$ cat config.mk
export PLATFORM = sky130hd
export DESIGN_NAME = idecode_fwd_flat
export DESIGN_NICKNAME = d
export VERILOG_FILES = /design/src/rtl/idecode_fwd_pkg.sv /design/src/rtl/idecode_fwd_if.sv /design/src/rtl/idecode_fwd_sel.sv /design/src/rtl/idecode_fwd.sv /design/src/flat_wrapper.sv
export SDC_FILE = /design/constraint.sdc
export NUM_CORES = 1
export LEC_CHECK = 0
export CAP_MARGIN = 10
export CORE_UTILIZATION = 35
export CTS_CLUSTER_DIAMETER = 60
export DETAILED_ROUTE_END_ITERATION = 12
export PLACE_DENSITY = 0.67
export SETUP_SLACK_MARGIN = 0.2
export SYNTH_ARGS = -nofsm -noshare
export SYNTH_HDL_FRONTEND = slang
export SYNTH_HIERARCHICAL = 1
export SYNTH_SLANG_ARGS = --single-unit
$ cat constraint.sdc
create_clock -name clk -period 2.3 [get_ports clk]
set_input_delay 0.345 -clock clk [delete_from_list [all_inputs] [get_ports clk]]
set_output_delay 0.345 -clock clk [all_outputs]
set_load 0.05 [all_outputs]
$ cat src/rtl/idecode_fwd_pkg.sv
// Shared instruction-format constants, decode enums and decode helpers for the
// decode/forwarding stage.
//
// Instruction layout (32 bits):
//   [31:27] opc  [26] immf  [25:23] rd  [22:20] rs  [19:16] cc  [15:0] imm
package idecode_fwd_pkg;

  localparam int unsigned INST_W = 32;
  localparam int unsigned W_OPC  = 5;
  localparam int unsigned W_DOPC = 4;
  localparam int unsigned W_CC   = 4;
  localparam int unsigned W_IMM  = 16;
  localparam int unsigned W_REG  = 3;

  localparam int unsigned OPC_MSB  = 31;
  localparam int unsigned OPC_LSB  = 27;
  localparam int unsigned IMMF_BIT = 26;
  localparam int unsigned RD_MSB   = 25;
  localparam int unsigned RD_LSB   = 23;
  localparam int unsigned RS_MSB   = 22;
  localparam int unsigned RS_LSB   = 20;
  localparam int unsigned CC_MSB   = 19;
  localparam int unsigned CC_LSB   = 16;
  localparam int unsigned IMM_MSB  = 15;
  localparam int unsigned IMM_LSB  = 0;

  typedef enum logic [W_OPC-1:0] {
    OP_NOP = 5'd0,
    OP_ADD = 5'd1,
    OP_SUB = 5'd2,
    OP_AND = 5'd3,
    OP_OR  = 5'd4,
    OP_XOR = 5'd5,
    OP_SHL = 5'd6,
    OP_SHR = 5'd7,
    OP_LD  = 5'd8,
    OP_ST  = 5'd9,
    OP_BR  = 5'd10,
    OP_LUI = 5'd11,
    OP_MOV = 5'd12,
    OP_CMP = 5'd13
  } opc_e;

  typedef enum logic [W_DOPC-1:0] {
    DOPC_NOP = 4'd0,
    DOPC_ADD = 4'd1,
    DOPC_SUB = 4'd2,
    DOPC_AND = 4'd3,
    DOPC_OR  = 4'd4,
    DOPC_XOR = 4'd5,
    DOPC_SHL = 4'd6,
    DOPC_SHR = 4'd7,
    DOPC_LD  = 4'd8,
    DOPC_ST  = 4'd9,
    DOPC_BR  = 4'd10,
    DOPC_MOV = 4'd11
  } dopc_e;

  typedef struct packed {
    logic [W_OPC-1:0] opc;
    logic             immf;
    logic [W_REG-1:0] rd;
    logic [W_REG-1:0] rs;
    logic [W_CC-1:0]  cc;
    logic [W_IMM-1:0] imm;
  } inst_fields_t;

  // Split a raw instruction word into its fields.
  function automatic inst_fields_t extract_fields(input logic [INST_W-1:0] inst);
    inst_fields_t f;
    f.opc  = inst[OPC_MSB:OPC_LSB];
    f.immf = inst[IMMF_BIT];
    f.rd   = inst[RD_MSB:RD_LSB];
    f.rs   = inst[RS_MSB:RS_LSB];
    f.cc   = inst[CC_MSB:CC_LSB];
    f.imm  = inst[IMM_MSB:IMM_LSB];
    return f;
  endfunction

  // Map the architectural opcode onto the EX operation code.
  // CMP executes as a subtract with no writeback; LUI executes as a move.
  function automatic logic [W_DOPC-1:0] decode_ope(input logic [W_OPC-1:0] opc);
    logic [W_DOPC-1:0] d;
    d = DOPC_NOP;
    case (opc)
      OP_ADD:         d = DOPC_ADD;
      OP_SUB, OP_CMP: d = DOPC_SUB;
      OP_AND:         d = DOPC_AND;
      OP_OR:          d = DOPC_OR;
      OP_XOR:         d = DOPC_XOR;
      OP_SHL:         d = DOPC_SHL;
      OP_SHR:         d = DOPC_SHR;
      OP_LD:          d = DOPC_LD;
      OP_ST:          d = DOPC_ST;
      OP_BR:          d = DOPC_BR;
      OP_LUI, OP_MOV: d = DOPC_MOV;
      default:        d = DOPC_NOP;
    endcase
    return d;
  endfunction

  // Logical ops zero-extend, LUI places imm in the upper half, others sign-extend.
  function automatic logic [INST_W-1:0] expand_imm(input logic [W_OPC-1:0] opc,
                                                   input logic [W_IMM-1:0] imm);
    logic [INST_W-1:0] r;
    r = {{(INST_W-W_IMM){imm[W_IMM-1]}}, imm};
    case (opc)
      OP_AND, OP_OR, OP_XOR: r = {{(INST_W-W_IMM){1'b0}}, imm};
      OP_LUI:                r = {imm, {(INST_W-W_IMM){1'b0}}};
      default:               r = {{(INST_W-W_IMM){imm[W_IMM-1]}}, imm};
    endcase
    return r;
  endfunction

  // Opcodes that write a result back to rd.
  function automatic logic wb_required(input logic [W_OPC-1:0] opc);
    logic w;
    w = 1'b0;
    case (opc)
      OP_ADD, OP_SUB, OP_AND, OP_OR, OP_XOR,
      OP_SHL, OP_SHR, OP_LD, OP_LUI, OP_MOV: w = 1'b1;
      default:                               w = 1'b0;
    endcase
    return w;
  endfunction

endpackage

$ cat src/rtl/idecode_fwd_if.sv
// Decode-stage bus bundle: IF handshake, register-file read/reserve ports,
// forwarding result buses and the registered EX payload.
// slave  : the decode stage itself.
// master : the surrounding pipeline (IF, RF, EX, result buses).
interface idecode_fwd_if #(
  parameter int unsigned WORD  = 32,
  parameter int unsigned ADDR  = 16,
  parameter int unsigned W_RD  = 3,
  parameter int unsigned N_FWD = 2
);
  import idecode_fwd_pkg::*;

  // IF side
  logic                    v_i;
  logic [WORD-1:0]         inst_i;
  logic [ADDR-1:0]         origaddr_i;
  logic                    stall_o;
  logic                    flush_i;
  // register file
  logic [W_RD-1:0]         rd_name_o;
  logic [W_RD-1:0]         rs_name_o;
  logic [WORD-1:0]         rd_data_i;
  logic [WORD-1:0]         rs_data_i;
  logic                    rd_reserved_i;
  logic                    rs_reserved_i;
  logic                    rd_reserve_o;
  // result buses, index 0 youngest
  logic [N_FWD-1:0]        fwd_v_i;
  logic [N_FWD*W_RD-1:0]   fwd_name_i;
  logic [N_FWD*WORD-1:0]   fwd_data_i;
  // EX side
  logic                    v_o;
  logic [WORD-1:0]         src_o;
  logic [WORD-1:0]         dest_o;
  logic                    wb_o;
  logic [W_RD-1:0]         wb_rd_name_o;
  logic [W_DOPC-1:0]       dopc_o;
  logic [W_OPC-1:0]        opc_o;
  logic [ADDR-1:0]         origaddr_o;
  logic [W_CC-1:0]         cc_o;
  logic [ADDR-1:0]         dm_addr_o;
  logic                    stall_i;

  modport slave (
    input  v_i, inst_i, origaddr_i, flush_i,
    input  rd_data_i, rs_data_i, rd_reserved_i, rs_reserved_i,
    input  fwd_v_i, fwd_name_i, fwd_data_i, stall_i,
    output stall_o, rd_name_o, rs_name_o, rd_reserve_o,
    output v_o, src_o, dest_o, wb_o, wb_rd_name_o, dopc_o, opc_o,
    output origaddr_o, cc_o, dm_addr_o
  );

  modport master (
    output v_i, inst_i, origaddr_i, flush_i,
    output rd_data_i, rs_data_i, rd_reserved_i, rs_reserved_i,
    output fwd_v_i, fwd_name_i, fwd_data_i, stall_i,
    input  stall_o, rd_name_o, rs_name_o, rd_reserve_o,
    input  v_o, src_o, dest_o, wb_o, wb_rd_name_o, dopc_o, opc_o,
    input  origaddr_o, cc_o, dm_addr_o
  );

endinterface

$ cat src/rtl/idecode_fwd_sel.sv
// Operand resolution for one register name.
// Ports: name / rf_data / reserved from the register file, the forwarding
// result buses, and the resolved value data_c plus hazard_c (combinational).
module idecode_fwd_sel #(
  parameter int unsigned WORD  = 32,
  parameter int unsigned W_RD  = 3,
  parameter int unsigned N_FWD = 2
) (
  input  logic [W_RD-1:0]       name,
  input  logic [WORD-1:0]       rf_data,
  input  logic                  reserved,
  input  logic [N_FWD-1:0]      fwd_v,
  input  logic [N_FWD*W_RD-1:0] fwd_name,
  input  logic [N_FWD*WORD-1:0] fwd_data,
  output logic [WORD-1:0]       data_c,
  output logic                  hazard_c
);

  logic            hit;
  logic [WORD-1:0] fwd_val;

  // Scan oldest to youngest so the lowest matching index wins.
  always_comb begin
    hit     = 1'b0;
    fwd_val = '0;
    for (int k = int'(N_FWD) - 1; k >= 0; k--) begin
      if (fwd_v[k] && (fwd_name[k*W_RD +: W_RD] == name)) begin
        hit     = 1'b1;
        fwd_val = fwd_data[k*WORD +: WORD];
      end
    end
  end

  // Unreserved registers come straight from the register file.
  always_comb begin
    data_c   = reserved ? fwd_val : rf_data;
    hazard_c = reserved & ~hit;
  end

endmodule

$ cat src/rtl/idecode_fwd.sv
// Instruction decode with operand forwarding.
// Ports: clk, rst (async, active low), bus (decode side of idecode_fwd_if:
// IF handshake, RF read/reserve, result buses, registered EX payload) and
// hazard_cnt_o (saturating count of hazard-stall cycles).
// stall_o, rd_reserve_o and the rd/rs names are combinational; the EX payload
// is registered with one cycle of latency.
module idecode_fwd
  import idecode_fwd_pkg::*;
#(
  parameter int unsigned WORD  = 32,
  parameter int unsigned ADDR  = 16,
  parameter int unsigned W_RD  = 3,
  parameter int unsigned N_FWD = 2,
  parameter int unsigned CNT_W = 16
) (
  input  logic             clk,
  input  logic             rst,
  idecode_fwd_if.slave     bus,
  output logic [CNT_W-1:0] hazard_cnt_o
);

  localparam logic [CNT_W-1:0] CNT_MAX = '1;

  inst_fields_t      f_c;
  logic [WORD-1:0]   rd_val_c;
  logic [WORD-1:0]   rs_val_c;
  logic              rd_hz_c;
  logic              rs_hz_c;
  logic              hazard_c;
  logic              v_c;
  logic              wb_c;
  logic [WORD-1:0]   imm_sext_c;
  logic [WORD-1:0]   src_c;
  logic [ADDR-1:0]   dm_addr_c;

  logic              v_r;
  logic [WORD-1:0]   src_r;
  logic [WORD-1:0]   dest_r;
  logic              wb_r;
  logic [W_RD-1:0]   wb_rd_name_r;
  logic [W_DOPC-1:0] dopc_r;
  logic [W_OPC-1:0]  opc_r;
  logic [ADDR-1:0]   origaddr_r;
  logic [W_CC-1:0]   cc_r;
  logic [ADDR-1:0]   dm_addr_r;
  logic [CNT_W-1:0]  hazard_cnt_r;

  assign f_c           = extract_fields(INST_W'(bus.inst_i));
  assign bus.rd_name_o = W_RD'(f_c.rd);
  assign bus.rs_name_o = W_RD'(f_c.rs);

  idecode_fwd_sel #(.WORD(WORD), .W_RD(W_RD), .N_FWD(N_FWD)) u_sel_rd (
    .name     (W_RD'(f_c.rd)),
    .rf_data  (bus.rd_data_i),
    .reserved (bus.rd_reserved_i),
    .fwd_v    (bus.fwd_v_i),
    .fwd_name (bus.fwd_name_i),
    .fwd_data (bus.fwd_data_i),
    .data_c   (rd_val_c),
    .hazard_c (rd_hz_c)
  );

  idecode_fwd_sel #(.WORD(WORD), .W_RD(W_RD), .N_FWD(N_FWD)) u_sel_rs (
    .name     (W_RD'(f_c.rs)),
    .rf_data  (bus.rs_data_i),
    .reserved (bus.rs_reserved_i),
    .fwd_v    (bus.fwd_v_i),
    .fwd_name (bus.fwd_name_i),
    .fwd_data (bus.fwd_data_i),
    .data_c   (rs_val_c),
    .hazard_c (rs_hz_c)
  );

  // Hazard qualification and payload formation; an unresolved rs does not
  // matter when the immediate replaces it as source.
  always_comb begin
    hazard_c   = bus.v_i & (rd_hz_c | (~f_c.immf & rs_hz_c));
    v_c        = bus.v_i & ~hazard_c & ~bus.flush_i;
    wb_c       = wb_required(f_c.opc);
    imm_sext_c = {{(WORD-W_IMM){f_c.imm[W_IMM-1]}}, f_c.imm};
    src_c      = f_c.immf ? WORD'(expand_imm(f_c.opc, f_c.imm)) : rs_val_c;
    dm_addr_c  = ADDR'(rs_val_c + imm_sext_c);
  end

  // Reserve only on the cycle EX actually takes the instruction.
  assign bus.stall_o      = bus.v_i & ~bus.flush_i & (bus.stall_i | hazard_c);
  assign bus.rd_reserve_o = v_c & wb_c & ~bus.stall_i;

  // EX output register; flush kills the valid even while EX is stalled.
  always_ff @(posedge clk or negedge rst) begin
    if (!rst) begin
      v_r          <= 1'b0;
      src_r        <= '0;
      dest_r       <= '0;
      wb_r         <= 1'b0;
      wb_rd_name_r <= '0;
      dopc_r       <= '0;
      opc_r        <= '0;
      origaddr_r   <= '0;
      cc_r         <= '0;
      dm_addr_r    <= '0;
    end else begin
      if (bus.flush_i) begin
        v_r <= 1'b0;
      end else if (!bus.stall_i) begin
        v_r <= v_c;
      end
      if (!bus.stall_i) begin
        src_r        <= src_c;
        dest_r       <= rd_val_c;
        wb_r         <= wb_c;
        wb_rd_name_r <= W_RD'(f_c.rd);
        dopc_r       <= decode_ope(f_c.opc);
        opc_r        <= f_c.opc;
        origaddr_r   <= bus.origaddr_i;
        cc_r         <= f_c.cc;
        dm_addr_r    <= dm_addr_c;
      end
    end
  end

  // Saturating hazard-stall counter.
  always_ff @(posedge clk or negedge rst) begin
    if (!rst) begin
      hazard_cnt_r <= '0;
    end else if (hazard_c && !bus.flush_i && (hazard_cnt_r != CNT_MAX)) begin
      hazard_cnt_r <= hazard_cnt_r + CNT_W'(1);
    end
  end

  assign bus.v_o          = v_r;
  assign bus.src_o        = src_r;
  assign bus.dest_o       = dest_r;
  assign bus.wb_o         = wb_r;
  assign bus.wb_rd_name_o = wb_rd_name_r;
  assign bus.dopc_o       = dopc_r;
  assign bus.opc_o        = opc_r;
  assign bus.origaddr_o   = origaddr_r;
  assign bus.cc_o         = cc_r;
  assign bus.dm_addr_o    = dm_addr_r;
  assign hazard_cnt_o     = hazard_cnt_r;

endmodule
$ cat src/flat_wrapper.sv
// flat-port wrapper written by rule: the top's interface ports become plain ports
module idecode_fwd_flat import idecode_fwd_pkg::*;
#(
  parameter int unsigned WORD  = 32,
  parameter int unsigned ADDR  = 16,
  parameter int unsigned W_RD  = 3,
  parameter int unsigned N_FWD = 2,
  parameter int unsigned CNT_W = 16
)
  (clk, rst, hazard_cnt_o, bus_v_i, bus_inst_i, bus_origaddr_i, bus_flush_i, bus_rd_data_i, bus_rs_data_i, bus_rd_reserved_i, bus_rs_reserved_i, bus_fwd_v_i, bus_fwd_name_i, bus_fwd_data_i, bus_stall_i, bus_stall_o, bus_rd_name_o, bus_rs_name_o, bus_rd_reserve_o, bus_v_o, bus_src_o, bus_dest_o, bus_wb_o, bus_wb_rd_name_o, bus_dopc_o, bus_opc_o, bus_origaddr_o, bus_cc_o, bus_dm_addr_o);
  idecode_fwd_if #(.WORD(WORD), .ADDR(ADDR), .W_RD(W_RD), .N_FWD(N_FWD)) bus_i ();
  input  logic clk;
  input  logic rst;
  output logic [CNT_W-1:0] hazard_cnt_o;
  input wire logic [$bits(bus_i.v_i)-1:0] bus_v_i;
  input wire logic [$bits(bus_i.inst_i)-1:0] bus_inst_i;
  input wire logic [$bits(bus_i.origaddr_i)-1:0] bus_origaddr_i;
  input wire logic [$bits(bus_i.flush_i)-1:0] bus_flush_i;
  input wire logic [$bits(bus_i.rd_data_i)-1:0] bus_rd_data_i;
  input wire logic [$bits(bus_i.rs_data_i)-1:0] bus_rs_data_i;
  input wire logic [$bits(bus_i.rd_reserved_i)-1:0] bus_rd_reserved_i;
  input wire logic [$bits(bus_i.rs_reserved_i)-1:0] bus_rs_reserved_i;
  input wire logic [$bits(bus_i.fwd_v_i)-1:0] bus_fwd_v_i;
  input wire logic [$bits(bus_i.fwd_name_i)-1:0] bus_fwd_name_i;
  input wire logic [$bits(bus_i.fwd_data_i)-1:0] bus_fwd_data_i;
  input wire logic [$bits(bus_i.stall_i)-1:0] bus_stall_i;
  output wire logic [$bits(bus_i.stall_o)-1:0] bus_stall_o;
  output wire logic [$bits(bus_i.rd_name_o)-1:0] bus_rd_name_o;
  output wire logic [$bits(bus_i.rs_name_o)-1:0] bus_rs_name_o;
  output wire logic [$bits(bus_i.rd_reserve_o)-1:0] bus_rd_reserve_o;
  output wire logic [$bits(bus_i.v_o)-1:0] bus_v_o;
  output wire logic [$bits(bus_i.src_o)-1:0] bus_src_o;
  output wire logic [$bits(bus_i.dest_o)-1:0] bus_dest_o;
  output wire logic [$bits(bus_i.wb_o)-1:0] bus_wb_o;
  output wire logic [$bits(bus_i.wb_rd_name_o)-1:0] bus_wb_rd_name_o;
  output wire logic [$bits(bus_i.dopc_o)-1:0] bus_dopc_o;
  output wire logic [$bits(bus_i.opc_o)-1:0] bus_opc_o;
  output wire logic [$bits(bus_i.origaddr_o)-1:0] bus_origaddr_o;
  output wire logic [$bits(bus_i.cc_o)-1:0] bus_cc_o;
  output wire logic [$bits(bus_i.dm_addr_o)-1:0] bus_dm_addr_o;
  assign bus_i.v_i = bus_v_i;
  assign bus_i.inst_i = bus_inst_i;
  assign bus_i.origaddr_i = bus_origaddr_i;
  assign bus_i.flush_i = bus_flush_i;
  assign bus_i.rd_data_i = bus_rd_data_i;
  assign bus_i.rs_data_i = bus_rs_data_i;
  assign bus_i.rd_reserved_i = bus_rd_reserved_i;
  assign bus_i.rs_reserved_i = bus_rs_reserved_i;
  assign bus_i.fwd_v_i = bus_fwd_v_i;
  assign bus_i.fwd_name_i = bus_fwd_name_i;
  assign bus_i.fwd_data_i = bus_fwd_data_i;
  assign bus_i.stall_i = bus_stall_i;
  assign bus_stall_o = bus_i.stall_o;
  assign bus_rd_name_o = bus_i.rd_name_o;
  assign bus_rs_name_o = bus_i.rs_name_o;
  assign bus_rd_reserve_o = bus_i.rd_reserve_o;
  assign bus_v_o = bus_i.v_o;
  assign bus_src_o = bus_i.src_o;
  assign bus_dest_o = bus_i.dest_o;
  assign bus_wb_o = bus_i.wb_o;
  assign bus_wb_rd_name_o = bus_i.wb_rd_name_o;
  assign bus_dopc_o = bus_i.dopc_o;
  assign bus_opc_o = bus_i.opc_o;
  assign bus_origaddr_o = bus_i.origaddr_o;
  assign bus_cc_o = bus_i.cc_o;
  assign bus_dm_addr_o = bus_i.dm_addr_o;
  idecode_fwd #(.WORD(WORD), .ADDR(ADDR), .W_RD(W_RD), .N_FWD(N_FWD), .CNT_W(CNT_W)) u_core (.clk(clk), .rst(rst), .bus(bus_i), .hazard_cnt_o(hazard_cnt_o));
endmodule
After elaboration in Yosys (flattened, before gate mapping). Memories as Yosys holds them, arrays and structs flattened. Cells that the tools add are included.

Flip-flop bits (word level): 130. Latch bits: 0. Memory bits (writable): 0. Memory bits (read-only): 80. Bits of input ports: 191. Word-level logic and storage cells: 67. Memories: 2.

Memory list: (name not given) (depth 16, width 4, rd ports 1, clocked after memory_dff 0, write ports 0, line idecode_fwd_pkg.sv:85) `case (opc)`; (name not given) (depth 16, width 1, rd ports 1, clocked after memory_dff 0, write ports 0, line idecode_fwd_pkg.sv:119) `case (opc)`.

Add/sub/neg operators: 2. $mul: 0. Div/mod/pow operators: 0. Order comparisons: 0. Eq/ne operators: 10. Shift operators: 0. Muxes and demuxes: 16. Bitwise logic cells: 18. Reductions and logical operators: 8.

Operator list (count): $mux W32 (7); $pmux W32 S2 (1); $add A16 B1 Y16 const B (1); $add A16 B16 Y16 (1); $ne A16 B16 Y1 const B (1); $eq A3 B3 Y1 (4); $and A1 B1 Y1 (10); $eq A5 B3 Y1 const B (2); $mux W1 (7); $logic_and A1 B1 Y1 (6); $not A1 Y1 (6); $eq A5 B2 Y1 const B (1); $eq A5 B4 Y1 const B (1); $mux W4 (1); $reduce_or A3 Y1 (1); $ne A2 B2 Y1 const B (1); $or A1 B1 Y1 (2); $logic_not A1 Y1 (1).

Logic depth before layout (Yosys ltp). Gate-level depths: netlist (run 1).

Depth in word-level cells: 14. Gate-level depth with buffers: 14. Gate-level depth less buffers: 12.

Hierarchy. The synthesis (run 1) kept the hierarchy.

By module, submodules not included: idecode_fwd (instances 1, cells an instance 574, area an instance 6242.2 um^2, sequential area each 3253.1 um^2); idecode_fwd_sel (instances 2, cells an instance 88, area an instance 713.2 um^2, sequential area each 0.0 um^2).

Worst setup path after synthesis (run 1). OpenSTA, ideal clock, no wires.

Path type: input -> register. Start: in bus_inst_i[22]. End: reg u_core.dm_addr_r[12] (netlist: u_core/bus.dm_addr_o[12]). Setup time: 134 ps. Arrival: 3109 ps. Setup slack: -943 ps. Cell stages on the path: 14. Buffers on the path: 2. Path through: xnor2_1 > nand4_2 > and3_4 > buf_6 > buf_8 > a221o_1 > ha_1 > fa_1 > a21o_1 > a21oi_1 > nor2_1 > a41o_1 > a311oi_1 > o41ai_1.

Cells in the longest elaborated chain, start to end: 6.

RTL lines: from (decl) (line flat_wrapper.sv:16) `input wire logic [$bits(bus_i.inst_i)-1:0] bus_inst_i;`; $eq A3 B3 Y1 (line idecode_fwd_sel.sv:27) `if (fwd_v[k] && (fwd_name[k*W_RD +: W_RD] == name)) begin`; $logic_and A1 B1 Y1 (line idecode_fwd_sel.sv:27); $mux W32 (line idecode_fwd_sel.sv:27); $mux W32 (*) (line idecode_fwd_sel.sv:27); $mux W32 (*) (line idecode_fwd_sel.sv:36) `data_c = reserved ? fwd_val : rf_data;`; named net u_core.rs_val_c[0] (line idecode_fwd.sv:26) `logic [WORD-1:0] rs_val_c;`; $add A16 B16 Y16 (*) (line idecode_fwd.sv:82) `dm_addr_c = ADDR'(rs_val_c + imm_sext_c);`; to (signal assigned) (line idecode_fwd.sv:117) `dm_addr_r <= dm_addr_c;`; to (decl) (line idecode_fwd.sv:45) `logic [ADDR-1:0] dm_addr_r;`.

Mark *: on every way through the listed nets, which the timed path passes. The rest lies on a longest branch. A chain may end at the register's enable or synchronous reset.

Final worst setup path (run 1).
Start: in bus_inst_i[20]. End: reg u_core.dm_addr_r[11] (netlist: u_core/bus.dm_addr_o[11]).

The elaborated chain is that of the path after synthesis.

==> results of run 1 <==
-- routing by layer --
layer / GRT usage [%] / vias to the layer above / share of wire, % / wire [um]
met1: 32.1 / 3699 / 42 / 12300
li1: - / 3599 / - / -
met5: 0 / - / 0 / 0
met3: 5.18 / 43 / 5.2 / 1520
met2: 45.1 / 236 / 51 / 14800
met4: 9.24 / 0 / 2.3 / 680
-- timing repair --
action / 4_1_cts / 5_1_grt
pin swaps: 44 / 38
gates resized for setup: 96 / 55
buffers inserted: 15 / 4
gates cloned: 1 / 0
hold buffers: 1 / 0
setup endpoints to repair: 40 / 35
hold endpoints to repair: 38 / 0
-- final cells by class --
type                    instances  area (um2)  share of cell area, %
clock buffers                  17         425                   3.24
multi-input cells             558        4560                   34.7
clock inverters                15         160                   1.22
flip-flops and latches        130        3250                   24.7
well taps                     275         344                   2.62
inverters                      10        37.5                  0.286
repair buffers                452        4360                   33.2
-- per-stage QoR --
stage	cells	cell area [um2]	setup WS (ns)	hold WS, ns
6_report	1457	13100	-0.454	0.386
3_5_place_dp	1404	12000	-1.26	0.282
2_1_floorplan	750	7820	-0.645	0.0494
4_1_cts	1453	12900	-0.453	0.379
3_3_place_gp	1404	12000	-1.24	0.282
5_1_grt	1457	13100	-0.555	0.390
-- worst max-delay path, stage by stage --
cell and delay (ns):
buf_8 0.11, xnor2_4 0.17, nand4_4 0.15, buf_6 0.16, buf_12 0.11, and3_4 0.17, a221o_1 0.43, ha_4 0.31
inv_1 0.07, a2111oi_4 0.32, or2_4 0.24, o31ai_4 0.07, xnor2_1 0.14, mux2_2 0.26
-- power by group --
| part | switching, uW | internal (uW) | total, uW | leakage [uW] |
|---|---|---|---|---|
| clock network | 1220 | 1540 | 2760 | 0.000289 |
| logic | 1980 | 1470 | 3440 | 0.00379 |
| registers | 198 | 2570 | 2770 | 0.00162 |
| total | 3390 | 5580 | 8970 | 0.00570 |
-- worst min path at each step --
stage                         startpoint                       to  slack (ns)  cells past startpoint
after floorplan                      rst       u_core/bus.cc_o[0]        0.05                      0
after global placement               rst  u_core/bus.dm_addr_o[4]        0.28                      1
after detailed placement             rst      u_core/bus.src_o[8]        0.28                      1
after CTS                 bus_inst_i[27]      u_core/bus.opc_o[0]        0.38                      3
after global routing      bus_inst_i[27]      u_core/bus.opc_o[0]        0.39                      3
final                                rst      u_core/bus.src_o[8]        0.39                      2
-- flip-flops by register name, summed over array words and instances, names as in the netlist --
name / flops
u_core/bus.dest_o: 32
u_core/bus.src_o: 32
u_core/bus.dm_addr_o: 16
u_core/bus.origaddr_o: 16
u_core/hazard_cnt_o: 16
u_core/bus.opc_o: 5
u_core/bus.cc_o: 4
u_core/bus.dopc_o: 4
u_core/bus.wb_rd_name_o: 3
u_core/bus.v_o: 1
u_core/bus.wb_o: 1
-- logic make-up after synthesis --
kind of cell / count (synthesis)
simple gates: 234
compound gates: 204
flops: 130
buf+inv: 63
mux: 63
xor+xnor: 36
fa+ha+maj: 20
-- Yosys cell counts (2+ instances only) --
cell type / instances
dfrtp_1: 130
nor2b_1: 81
a21oi_1: 62
a221o_1: 62
mux2_2: 62
nand2_1: 58
o21ai_0: 40
and3_1: 33
clkbuf_1: 28
xnor2_1: 27
nor2_1: 23
ha_1: 19
nand3_1: 10
inv_1: 9
xor2_1: 9
buf_2: 6
buf_4: 6
buf_8: 6
o31ai_1: 6
a21o_1: 5
buf_1: 4
o21a_1: 4
and3_4: 3
buf_6: 3
nand4_1: 3
nor3_1: 3
a2111oi_0: 2
a31oi_1: 2
a41o_2: 2
and4_4: 2
nand2b_1: 2
nand4_2: 2
nor4_1: 2
o211ai_1: 2
o2bb2ai_1: 2
o41ai_1: 2
==> results.md, run 1 <==
- Standby leakage power: 0.00570 uW
- Failing checks: negative setup slack
- Yosys top cell by area: dfrtp_1
- Final HPWL DP: about 22 mm
- Final period utilization: 120%
- Gpl congestion: 0.926
- Setup tns final: -4.05 ns
- Syn_area_per_cell: 10.2 um2
- Synth Area in Adders: about 3.4%
- CTS tree: done
- Min-delay worst type: in2async
- First-pass GRT wire length: 43.9 mm
- Worst Setup EP: u_core/bus.dm_addr_o[11]
- FF-to-FF End: u_core/hazard_cnt_o[5]
- Worst reg-to-reg setup slack: ~0.44 ns
- WL final: 29.4 mm
- Slew headroom: 57.5%
- Final min period: 2.75 ns
- Yosys cell types: 64
- Layout filler cell count: 1827
- Multiplexer share of the synthesized area: 9.23%
- Final worst slack: -0.454 ns
- Fin. max-slew vios: 0
- Crit start category: primary input
- Clock Sinks: 130
- Simple-gate share of the synthesized area: 17.1%
- Synth Area in Compound Gates: 19.1%
- Worst vdd ir: approximately 0.44 mV
- XOR/XNOR share of the synthesized area: 4.11%
- Global route total overflow: 0
- CP Data Arrival Time: 3.06 ns
- Worst-path clk slew: about 0.060 ns
- 1st-pass router iterations: 5
- Fmax: 363 MHz
- Worst r2r path cells: 6
- Root Driver: clkbuf_16
- Seq cells post-synth: 130
- IO buf count: roughly 330
- Vias: 7577
- Setup violators final: 12
- Clock skew: 0.00595 ns
- CP required: 2.61 ns
- Register area share after synthesis: 42.4%
- Area Overhead vs Synth: 71.4%
- DIE AREA: between 20000 and 25000 um2
- DIE HEIGHT: about 150 um
- Gr usage total: roughly a quarter
- Vias in the first global route: 7636
- Worst-path fanout max: 6
- Worst-Margin Slew: 0.635 ns
- N_diodes: 0
- Mapped Cells: 750
- Final ANT Viol Nets: 0
- CTS Buffer Depth: 2
- FFs w/ async S/R, synth: 100%
- Ports: 329
- Initial antenna violation count: 0
- Largest net degree at the start of global routing: 80
- Post-synth EDFFs: 0
- Syn. warnings: 6
- Commonest non-fill, non-tap cells in the layout: clkdlybuf4s50_1, dfrtp_1, buf_4
- Total power: 8970 uW
- H-tree depth: 4
- Num CTS Buffers: 17
- Layout cells sized above 1: 26.7%
- Clk_lat worst skew: 0.43 ns
- Initial core utilization: 36.1%
- Row count: 53
- Synth area leaders: dfrtp_1, mux2_2, a221o_1
- Via density: about 5.2
- Outcome: finished with violations
- CP Class: in2reg
- Max Cap Violations: 0
- Residual DRC count: 0
- NumNets Final: 1380
- Synth top area share: 42.4%
- Worst R2R Start: u_core/hazard_cnt_o[0]
- Mapped Nets: 961
- Drt wl/cell: 20.2 um
- Core area: 21200 um2
- Die width: 150 um
- RSZ-0062 raised after global routing: yes
- Power per cell area: 683 nW/um2
- Initial DRC Count: 381
- Combinational family with the most area after synthesis: compound AO/OA/AOI/OAI gates
- Post-synth top flop: dfrtp_1
- Final hold violations: 0
- Most common cell after layout, fill and taps aside: clkdlybuf4s50_1
- Crit. Startpoint: bus_inst_i[20]
- Mapped Area: between 7000 and 8000 um2
- Crit. End Element: flip-flop
- Post-layout util: 61.9%
(Power assumes the default switching activity.)
==> run 2, diff against run 1 <==
--- a/config.mk
+++ b/config.mk
@@ -9,6 +9,7 @@
 export CORE_UTILIZATION = 35
 export CTS_CLUSTER_DIAMETER = 60
 export DETAILED_ROUTE_END_ITERATION = 12
+export HOLD_SLACK_MARGIN = 0.12
 export PLACE_DENSITY = 0.67
 export SETUP_SLACK_MARGIN = 0.2
 export SYNTH_ARGS = -nofsm -noshare
==> results of run 2 <==
No change in the layout: final DEF, timing and power equal those of run 1.
==> run 3, diff against run 2 <==
--- a/config.mk
+++ b/config.mk
@@ -6,11 +6,11 @@
 export NUM_CORES = 1
 export LEC_CHECK = 0
 export CAP_MARGIN = 10
-export CORE_UTILIZATION = 35
+export CORE_UTILIZATION = 47
 export CTS_CLUSTER_DIAMETER = 60
 export DETAILED_ROUTE_END_ITERATION = 12
 export HOLD_SLACK_MARGIN = 0.12
-export PLACE_DENSITY = 0.67
+export PLACE_DENSITY = 0.87
 export SETUP_SLACK_MARGIN = 0.2
 export SYNTH_ARGS = -nofsm -noshare
 export SYNTH_HDL_FRONTEND = slang
==> run 3 against run 2 <==
  * Critical path type unchanged
  * Power up 2.1%
  * Cell count down 4.0%
  * The flow still finishes with violations (negative setup slack)
  * Utilization up 21 points
  * Count of clock-buffer cells in the layout up 5
  * Largest power group unchanged
  * Critical path depth up 1
  * Non-clock buffer count up 2
  * Register-to-register slack worse by 0.03 ns
  * Sequential share of layout area about the same
  * Via count up 6.2%
  * Die area down 25%
  * Global-route usage up 9.6 points
  * Worst hold slack worse by 0.080 ns
==> results.md, run 3 (same netlist as run 1, synthesis figures left out) <==
- Worst-Margin Slew: 0.642 ns (was 0.635 ns)
- WL final: 30.4 mm (was 29.4 mm)
- Layout cells sized above 1: 27.0% (was 26.7%)
- Fmax: 359 MHz (was 363 MHz)
- Ports: 329 (unchanged)
- Worst r2r path cells: 8 (was 6)
- First-pass GRT wire length: 44.5 mm (was 43.9 mm)
- CP Class: in2reg (unchanged)
- RSZ-0062 raised after global routing: yes (unchanged)
- CP Cell Sequence: buf_6 > xnor2_4 > nand4_4 > and3_4 > a221o_1 > ha_2 > fa_2 > a21o_1 > a21oi_2 > buf_4 > buf_6 > o21bai_4 > a21oi_2 > xor2_1 > o21ai_1 (was buf_8 > xnor2_4 > nand4_4 > buf_6 > buf_12 > and3_4 > a221o_1 > ha_4 > inv_1 > a2111oi_4 > or2_4 > o31ai_4 > xnor2_1 > mux2_2)
- Root Driver: clkbuf_16 (unchanged)
- Final worst slack: -0.487 ns (was -0.454 ns)
- Final hold violations: 0 (unchanged)
- Via density: 5.76 (was 5.20)
- Max Cap Violations: 0 (unchanged)
- Setup violators final: 12 (unchanged)
- Crit. End Element: flip-flop (unchanged)
- Min-delay worst type: in2reg (was in2async)
- CTS tree: done (unchanged)
- Final period utilization: 121% (was 120%)
- FF-to-FF End: u_core/hazard_cnt_o[2] (was u_core/hazard_cnt_o[5])
- Row count: 46 (was 53)
- Vias: 8047 (was 7577)
- CP top delay family: compound AO/OA/AOI/OAI gates (unchanged)
- Num CTS Buffers: 17 (unchanged)
- CTS Buffer Depth: 2 (unchanged)
- Setup tns final: -4.17 ns (was -4.05 ns)
- Final min period: 2.79 ns (was 2.75 ns)
- Outcome: finished with violations (unchanged)
- CP required: 2.57 ns (was 2.61 ns)
- DIE HEIGHT: 130 um (was 150 um)
- Standby leakage power: 0.00568 uW (was 0.00570 uW)
- Commonest non-fill, non-tap cells in the layout: clkdlybuf4s50_1, dfrtp_1, buf_4 (unchanged)
- Initial DRC Count: 584 (was 381)
- Area Overhead vs Synth: 71.7% (was 71.4%)
- Die width: 130 um (was 150 um)
- H-tree depth: 4 (unchanged)
- NumNets Final: 1382 (was 1380)
- Worst reg-to-reg setup slack: 0.41 ns (was 0.44 ns)
- Fin. max-slew vios: 0 (unchanged)
- Gr usage total: 35.7% (was 26.1%)
- Hold EP: u_core/bus.src_o[31]
- Final HPWL DP: 21.6 mm (was 22.2 mm)
- Most common cell after layout, fill and taps aside: clkdlybuf4s50_1 (unchanged)
- Worst Path Buf+Inv: 3 (was 4)
- Largest net degree at the start of global routing: 140 (was 80)
- Worst vdd ir: 0.593 mV (was 0.442 mV)
- Worst R2R Start: u_core/hazard_cnt_o[1] (was u_core/hazard_cnt_o[0])
- Final ANT Viol Nets: 0 (unchanged)
- Min-Delay Path Depth: 3
- Vias in the first global route: 8056 (was 7636)
- Power per cell area: 696 nW/um2 (was 683 nW/um2)
- Crit start category: primary input (unchanged)
- Failing checks: negative setup slack (unchanged)
- Post-layout util: 82.9% (was 61.9%)
- DIE AREA: 16800 um2 (was 22500 um2)
- Initial core utilization: 48.3% (was 36.1%)
- Clock skew: 0.00469 ns (was 0.00595 ns)
- Slowest cell on the critical path: a221o_1 (unchanged)
- Layout filler cell count: 892 (was 1827)
- Core area: 15900 um2 (was 21200 um2)
- Drt wl/cell: 21.7 um (was 20.2 um)
- IO buf count: 328 (unchanged)
- Worst-path clk slew: 0.06 ns (about the same)
- CP Data Arrival Time: 3.06 ns (about the same)
- Worst-path fanout max: 6 (unchanged)
- Residual DRC count: 0 (unchanged)
- Gpl congestion: 0.979 (was 0.926)
- Clk_lat worst skew: 0.42 ns (was 0.43 ns)
- Hold Startpoint: bus_stall_i
- Clock Sinks: 130 (unchanged)
- Slew headroom: 57.2% (was 57.5%)
- Global route total overflow: 0 (unchanged)
- 1st-pass router iterations: 5 (unchanged)
- Initial antenna violation count: 2 (was 0)
- Critical Path Max Stage Delay: 0.36 ns (was 0.43 ns)
-- run 3: report_power, final --
group	switching (uW)	internal [uW]
Combinational	2030	1490
Sequential	217	2570
Clock	982	1870
-- run 3: routing by layer --
metal	wire [um]	GRT usage (%)
met3	2210	7.87
met1	11600	42.3
met4	1230	18.1
met5	0	0
met2	15300	61.2
-- run 3: repair_timing --
item                                    in CTS  in global routing
cloned                                       1                  0
resized for setup                          115                 52
hold endpoints to repair                    47                  0
buffers inserted                            16                  6
endpoints found under the setup margin      66                 24
pin swaps                                   35                 29
hold buffers                                 1                  0
-- run 3: through the flow --
stage	setup slack (ns)	std cells	hold slack, ns	total power, uW	area, um2
floorplan	-0.645	750	0.0494	4600	7820
detailed placement	-1.31	1344	0.327	6040	11900
global route	-0.551	1398	0.326	9450	13200
global placement	-1.19	1344	0.317	5980	11900
CTS	-0.432	1390	0.276	9030	12900
finish	-0.487	1398	0.306	9160	13200
-- run 3: final cells by class --
type                    instances  area (um2)  area share [%]
multi-input cells             558        4620            35.1
inverters                      10        40.0           0.304
clock buffers                  22         474            3.60
clock inverters                 6         130           0.988
diodes                          2        5.00          0.0380
flip-flops and latches        130        3250            24.7
well taps                     216         270            2.05
repair buffers                454        4370            33.2
-- run 3: worst max-delay path by stage --
stage / from / endpoint / slack [ns] / depth (start not counted)
after floorplan: bus_fwd_name_i[4] / u_core/bus.dm_addr_o[12] / -0.64 / 14
after global placement: bus_inst_i[21] / u_core/bus.dm_addr_o[12] / -1.19 / 13
after detailed placement: bus_inst_i[21] / u_core/bus.dm_addr_o[14] / -1.31 / 12
after CTS: bus_inst_i[21] / u_core/bus.dm_addr_o[12] / -0.43 / 13
after global routing: bus_inst_i[21] / u_core/bus.dm_addr_o[8] / -0.55 / 15
final: bus_inst_i[22] / u_core/bus.dm_addr_o[8] / -0.49 / 15
-- run 3: worst reg2reg max path, cell delays in order (launching register included) --
cell and delay (ns):
dfrtp_1 0.41, ha_1 0.21, nand2_1 0.13, or2_2 0.36
nor2_1 0.18, nor2_1 0.12, buf_4 0.17, nand2_1 0.09
xnor2_1 0.13
